File: src/rtl/rob_pkg.sv
// Shared types and default sizing for the reorder buffer / retire sequencer.
package rob_pkg;

    localparam int ROB_DEPTH_DEF     = 32;
    localparam int NUM_PHYS_REGS_DEF = 64;
    localparam int NUM_ARCH_REGS_DEF = 35;

    // Entry register fields are sized for the default register files;
    // widen these if the module is built with larger ones.
    localparam int ENT_PHYS_W = $clog2(NUM_PHYS_REGS_DEF);
    localparam int ENT_ARCH_W = $clog2(NUM_ARCH_REGS_DEF);

    typedef struct packed {
        logic                  valid;
        logic                  done;
        logic                  exc;
        logic                  has_dest;
        logic [ENT_ARCH_W-1:0] arch;
        logic [ENT_PHYS_W-1:0] phys;
        logic [ENT_PHYS_W-1:0] old_phys;
    } rob_entry_t;

endpackage

File: src/rtl/rob_ptr.sv
// Wrap-bit circular pointer: the MSB toggles on each lap so full and empty differ.
module rob_ptr #(
    parameter int W = 6
) (
    input  logic         clk_i,
    input  logic         rst_i,
    input  logic         clr_i,
    input  logic         inc_i,
    output logic [W-1:0] ptr_o
);

    logic [W-1:0] ptr_q, ptr_d;

    always_comb begin
        ptr_d = ptr_q;
        if (clr_i)      ptr_d = '0;
        else if (inc_i) ptr_d = ptr_q + W'(1);
    end

    always_ff @(posedge clk_i) begin
        if (rst_i) ptr_q <= '0;
        else       ptr_q <= ptr_d;
    end

    assign ptr_o = ptr_q;

endmodule

File: src/rtl/rob_retire.sv
// Reorder buffer with in-order single-entry retire, RRAT update and free-list return.
// Optional exception flush is enabled by defining ROB_EXCEPTION_EN.
module rob_retire
    import rob_pkg::*;
#(
    parameter int NUM_PHYS_REGS = NUM_PHYS_REGS_DEF,
    parameter int NUM_ARCH_REGS = NUM_ARCH_REGS_DEF,
    parameter int ROB_DEPTH     = ROB_DEPTH_DEF,
    localparam int LOG_PHYS     = $clog2(NUM_PHYS_REGS),
    localparam int LOG_ARCH     = $clog2(NUM_ARCH_REGS),
    localparam int LOG_ROB      = $clog2(ROB_DEPTH)
) (
    input  logic                CLK,
    input  logic                RESET,
    input  logic                Alloc_valid_IN,
    input  logic                Alloc_has_dest_IN,
    input  logic [LOG_ARCH-1:0] Alloc_arch_IN,
    input  logic [LOG_PHYS-1:0] Alloc_phys_IN,
    input  logic [LOG_PHYS-1:0] Alloc_old_phys_IN,
    output logic                Alloc_ready_OUT,
    output logic [LOG_ROB-1:0]  Alloc_tag_OUT,
    input  logic                Complete_valid_IN,
    input  logic [LOG_ROB-1:0]  Complete_tag_IN,
    input  logic                Complete_exc_IN,
    output logic [LOG_ARCH-1:0] Arch_reg_OUT,
    output logic [LOG_PHYS-1:0] Phys_reg_OUT,
    output logic                Update_OUT,
    output logic                Free_valid_OUT,
    output logic [LOG_PHYS-1:0] Free_phys_OUT,
    output logic                Flush_OUT,
    output logic [LOG_ROB:0]    Count_OUT
);

    rob_entry_t          rob_q [ROB_DEPTH];
    rob_entry_t          head_e, alloc_e;
    logic [LOG_ROB:0]    head_ptr, tail_ptr, count;
    logic [LOG_ROB-1:0]  head_idx, tail_idx;
    logic                alloc_fire, retire_fire, flush_fire, commit_fire;

    logic [LOG_ARCH-1:0] arch_q, arch_d;
    logic [LOG_PHYS-1:0] phys_q, phys_d, free_phys_q, free_phys_d;
    logic                update_q, update_d, free_valid_q, free_valid_d;

    assign head_idx        = head_ptr[LOG_ROB-1:0];
    assign tail_idx        = tail_ptr[LOG_ROB-1:0];
    assign count           = tail_ptr - head_ptr;
    assign Alloc_ready_OUT = (count != (LOG_ROB+1)'(ROB_DEPTH));
    assign Alloc_tag_OUT   = tail_idx;
    assign Count_OUT       = count;
    assign alloc_fire      = Alloc_valid_IN && Alloc_ready_OUT;

    assign head_e      = rob_q[head_idx];
    assign retire_fire = head_e.valid && head_e.done;

`ifdef ROB_EXCEPTION_EN
    logic flush_q;
    assign flush_fire = retire_fire && head_e.exc;
    always_ff @(posedge CLK) begin
        if (RESET) flush_q <= 1'b0;
        else       flush_q <= flush_fire;
    end
    assign Flush_OUT = flush_q;
`else
    logic unused_exc;
    assign unused_exc = Complete_exc_IN;
    assign flush_fire = 1'b0;
    assign Flush_OUT  = 1'b0;
`endif

    // A faulting head retires nothing architecturally; it only flushes.
    assign commit_fire = retire_fire && !flush_fire;

    rob_ptr #(.W(LOG_ROB+1)) u_head (
        .clk_i (CLK),
        .rst_i (RESET),
        .clr_i (flush_fire),
        .inc_i (commit_fire),
        .ptr_o (head_ptr)
    );

    rob_ptr #(.W(LOG_ROB+1)) u_tail (
        .clk_i (CLK),
        .rst_i (RESET),
        .clr_i (flush_fire),
        .inc_i (alloc_fire),
        .ptr_o (tail_ptr)
    );

    always_comb begin
        alloc_e          = '0;
        alloc_e.valid    = 1'b1;
        alloc_e.has_dest = Alloc_has_dest_IN;
        alloc_e.arch     = ENT_ARCH_W'(Alloc_arch_IN);
        alloc_e.phys     = ENT_PHYS_W'(Alloc_phys_IN);
        alloc_e.old_phys = ENT_PHYS_W'(Alloc_old_phys_IN);
    end

    // Completion sees pre-edge valid, so a same-edge allocation cannot be completed.
    always_ff @(posedge CLK) begin
        if (RESET || flush_fire) begin
            for (int i = 0; i < ROB_DEPTH; i++) rob_q[i] <= '0;
        end else begin
            if (Complete_valid_IN && rob_q[Complete_tag_IN].valid) begin
                rob_q[Complete_tag_IN].done <= 1'b1;
`ifdef ROB_EXCEPTION_EN
                rob_q[Complete_tag_IN].exc  <= rob_q[Complete_tag_IN].exc | Complete_exc_IN;
`endif
            end
            if (commit_fire) rob_q[head_idx].valid <= 1'b0;
            if (alloc_fire)  rob_q[tail_idx]       <= alloc_e;
        end
    end

    always_comb begin
        arch_d       = arch_q;
        phys_d       = phys_q;
        free_phys_d  = free_phys_q;
        update_d     = 1'b0;
        free_valid_d = 1'b0;
        if (commit_fire) begin
            arch_d       = LOG_ARCH'(head_e.arch);
            phys_d       = LOG_PHYS'(head_e.phys);
            free_phys_d  = LOG_PHYS'(head_e.old_phys);
            update_d     = head_e.has_dest;
            free_valid_d = head_e.has_dest;
        end
    end

    always_ff @(posedge CLK) begin
        if (RESET) begin
            arch_q       <= '0;
            phys_q       <= '0;
            free_phys_q  <= '0;
            update_q     <= 1'b0;
            free_valid_q <= 1'b0;
        end else begin
            arch_q       <= arch_d;
            phys_q       <= phys_d;
            free_phys_q  <= free_phys_d;
            update_q     <= update_d;
            free_valid_q <= free_valid_d;
        end
    end

    assign Arch_reg_OUT   = arch_q;
    assign Phys_reg_OUT   = phys_q;
    assign Free_phys_OUT  = free_phys_q;
    assign Update_OUT     = update_q;
    assign Free_valid_OUT = free_valid_q;

endmodule

File: config.mk
export PLATFORM = sky130hd
export DESIGN_NAME = rob_retire
export DESIGN_NICKNAME = d
export VERILOG_FILES = /design/src/rtl/rob_pkg.sv /design/src/rtl/rob_ptr.sv /design/src/rtl/rob_retire.sv
export SDC_FILE = /design/constraint.sdc
export NUM_CORES = 1
export LEC_CHECK = 0
export ABC_AREA = 1
export CAP_MARGIN = 20
export CORE_MARGIN = 1
export CORE_UTILIZATION = 30
export CTS_CLUSTER_SIZE = 20
export DETAILED_ROUTE_END_ITERATION = 10
export MAX_ROUTING_LAYER = met4
export PLACE_DENSITY_LB_ADDON = 0.3
export SLEW_MARGIN = 20
export SYNTH_ARGS = -nofsm -noshare
export SYNTH_HDL_FRONTEND = slang
export SYNTH_SLANG_ARGS = --single-unit
File: constraint.sdc
create_clock -name CLK -period 4.8 [get_ports CLK]
set_clock_uncertainty 0.1 [all_clocks]
set_input_delay 0.48 -clock CLK [delete_from_list [all_inputs] [get_ports CLK]]
set_output_delay 0.48 -clock CLK [all_outputs]
set_load 0.01 [all_outputs]
==> reports/metrics.yaml <==
clock_network:
  htree_levels: 3
  cts_root_buf: "clkbuf_16"
  clkTransAtPathRegs_ns: 0.06
  clock_latency_ns: 0.63
  post-cts-setup-buffers: 0
  clock-sinks: 708
  cts_buffers: 79
  postCtsHoldBufs: 0
  clockBufferDepth: 3
  tritoncts: "done"
  cts_resized: 0
worst_hold_path:
  hold_path_class: "reg2reg"
setup_path:
  critPathLaunch: "u_tail.ptr_o[0]$_SDFFE_PP0P_"
  cp.arrival_ns: 3.96
  cp.required_ns: 4.94
  path_max_fanout: 22
  crit_end: "rob_q[17][17]$_DFFE_PP_"
  rrSetupSlack_ns: 0.98
  reg2reg_to: "rob_q[17][17]$_DFFE_PP_"
  path_class: "reg2reg"
  start_kind: "flop"
  r2r-start: "u_tail.ptr_o[0]$_SDFFE_PP0P_"
  r2r_cells: 14
  end_kind: "flop"
synthesis:
  synth_compound_area_share_pct: 9.53
  syn_inst: 3364
  yosys_warnings: 0
  synth-simple-area-share_pct: 21.3
  netlist_area_mm2: 0.0323
  synthMuxAreaShare_pct: 0
  synth-xor-area-share_pct: 0.159
  yosysTopAreaCell: "edfxtp_1"
  synth_top_family_by_area: "simple AND/OR/NAND/NOR gates"
  syn_nets: 3407
  ys_types: 38
  synthTopCellsByArea: "edfxtp_1, nor2_1, dfxtp_1, nand3_1, o21ai_0"
  yosysTopAreaCellShare_pct: 56.6
  yosysSeqAreaShare_pct: 62.8
  synth_adder_area_share_pct: 0.566
  dominantRegCellSynth: "edfxtp_1"
  postSynthAreaPerCell_um2: 9.59
  synth_edf_count: 608
  async_flop_share_pct: 0
  ys_ff_latch: 708
global_routing:
  grt_pass1_vias: 23000
  antenna_found_initial: 2
  grt_overflow: 0
  grt.total_usage_pct: 18.9
  grt_max_degree: 160
  grt_pass1_wl_um: 149000
finish:
  final_cell_area_mm2: 0.0366
  fin_cells: 4774
  nets: 3359
  drive_gt1_share_pct: 7.57
  mostFrequentLayoutCell: "nor2_1"
  layout_common_cells: "nor2_1, edfxtp_1, nand3_1"
  area_growth_pct: 13.4
route:
  drtIter0Drc: 2554
  antenna_left: 0
  avgViaCountPerCell: 5.12
  vias: 24400
  routedWlPerCell_um: 21.1
  drc: 0
  firstDrtPassIters: 5
  wl_um: 101000
sta:
  fin_crit_sh_pct: 79.5
  whs_ns: 0.362
  worstMarginPinSlew_ns: 1.06
  finalCriticalPeriod_ns: 3.82
  fmax_ghz: 0.262
  relSlewSlack_pct: 29.4
  finalSetupViolCount: 0
  setup-tns-final_ns: 0
  grt_setup_unrepaired: "false"
  drv_slew: 0
  final_hold_viol_count: 0
die:
  ios: 62
  die_w_um: 330
  fp-row-count: 119
  dieHeight_um: 330
  dieArea_mm2: 0.109
  core_area_mm2: 0.106
  start_util_pct: 30.4
power_and_ir_drop:
  vdd_ir_drop_max_mv: 0.233
  p_per_area_mw_per_mm2: 368
  power.total_mw: 13.5
  p_leak_nw: 13.9
place:
  port_buffers: 59
  placed_cells_incl_taps: 4626
  gp_congestion: 0.914
  hpwl_um: 59400
  placed_area_mm2: 0.0341
flow_run:
  maxCapViolations: 0
outcome:
  status: "completed"
==> metal layers <==
layer  GRT usage, %  up-vias  routed length, um
met4           5.30        0               2420
met2           27.8      852              44700
met3           2.82      144               7710
met1           26.9    12100              45900
li1               -    11400                  -
met5              -        -                  0
==> where the power goes <==
part           switching [mW]  internal [mW]  total [mW]
logic                   0.482          0.150       0.633
clock network            2.48           3.42        5.90
registers              0.0551           6.87        6.92
total                    3.02           10.4        13.5
==> critical path: stages, from the launching register on <==
cell     delay (ns)
dfxtp_1        0.43
inv_1          0.14
ha_1           0.25
fa_1           0.40
inv_1          0.07
nand3_1        0.06
nand2_1        0.11
xor2_2         0.17
nor2_2         0.06
nand2_4        0.10
nand2_4        0.15
nor2_4         0.37
nand2_1        0.09
buf_4          0.24
nand2_1        0.67
==> area by class of cell <==
class | count | area, um2
Timing Repair Buffer | 168 | 1450
Tap cell | 1391 | 1740
Sequential cell | 708 | 20300
Antenna cell | 3 | 7.51
Clock inverter | 32 | 235
Multi-Input combinational cell | 2241 | 10200
Clock buffer | 113 | 2250
Fill cell | 10700 | 69400
Inverter | 118 | 453
==> registers in the layout, indices dropped and copies added (netlist names), named ones only <==
signal          count
Free_phys_OUT       6
rob_q             672
u_head.ptr_o        6
Free_valid_OUT      1
Arch_reg_OUT        6
Phys_reg_OUT        6
u_tail.ptr_o        6
==> kinds of logic after synthesis <==
logic type	count (synthesis)
xor+xnor	5
fa+ha+maj	14
other cells	1
buf+inv	415
flops	708
simple gates	1688
compound gates	533
==> metrics by stage <==
stage / setup slack [ns] / utilization, %
detailed placement: 0.974 / 32.2
finish: 0.982 / 34.5
global placement: 1.03 / 32.2
global route: 0.711 / 34.5
CTS: 0.941 / 34.5
floorplan: 0.856 / -
==> Yosys cell counts, types with 21 or more instances <==
library cell / count
nor2_1: 1125
clkbuf_1: 148
inv_1: 116
buf_2: 107
a21oi_1: 61
buf_4: 21
o211ai_1: 145
dfxtp_1: 100
o21ai_0: 288
nand3_1: 298
o21ai_1: 24
edfxtp_1: 608
nand2_1: 211
==> worst min-delay path by stage <==
stage,start,endpoint,slack [ns],cells after the start
2_1_floorplan,rob_q[0][19]$_SDFF_PP0_,rob_q[0][19]$_SDFF_PP0_,0.34,2
3_3_place_gp,rob_q[18][19]$_SDFF_PP0_,rob_q[18][19]$_SDFF_PP0_,0.35,2
3_5_place_dp,rob_q[22][19]$_SDFF_PP0_,rob_q[22][19]$_SDFF_PP0_,0.35,2
4_1_cts,rob_q[22][19]$_SDFF_PP0_,rob_q[22][19]$_SDFF_PP0_,0.36,2
5_1_grt,rob_q[18][19]$_SDFF_PP0_,rob_q[18][19]$_SDFF_PP0_,0.38,2
6_report,rob_q[5][19]$_SDFF_PP0_,rob_q[5][19]$_SDFF_PP0_,0.36,2
No activity file was read; power rests on OpenSTA's default activity.
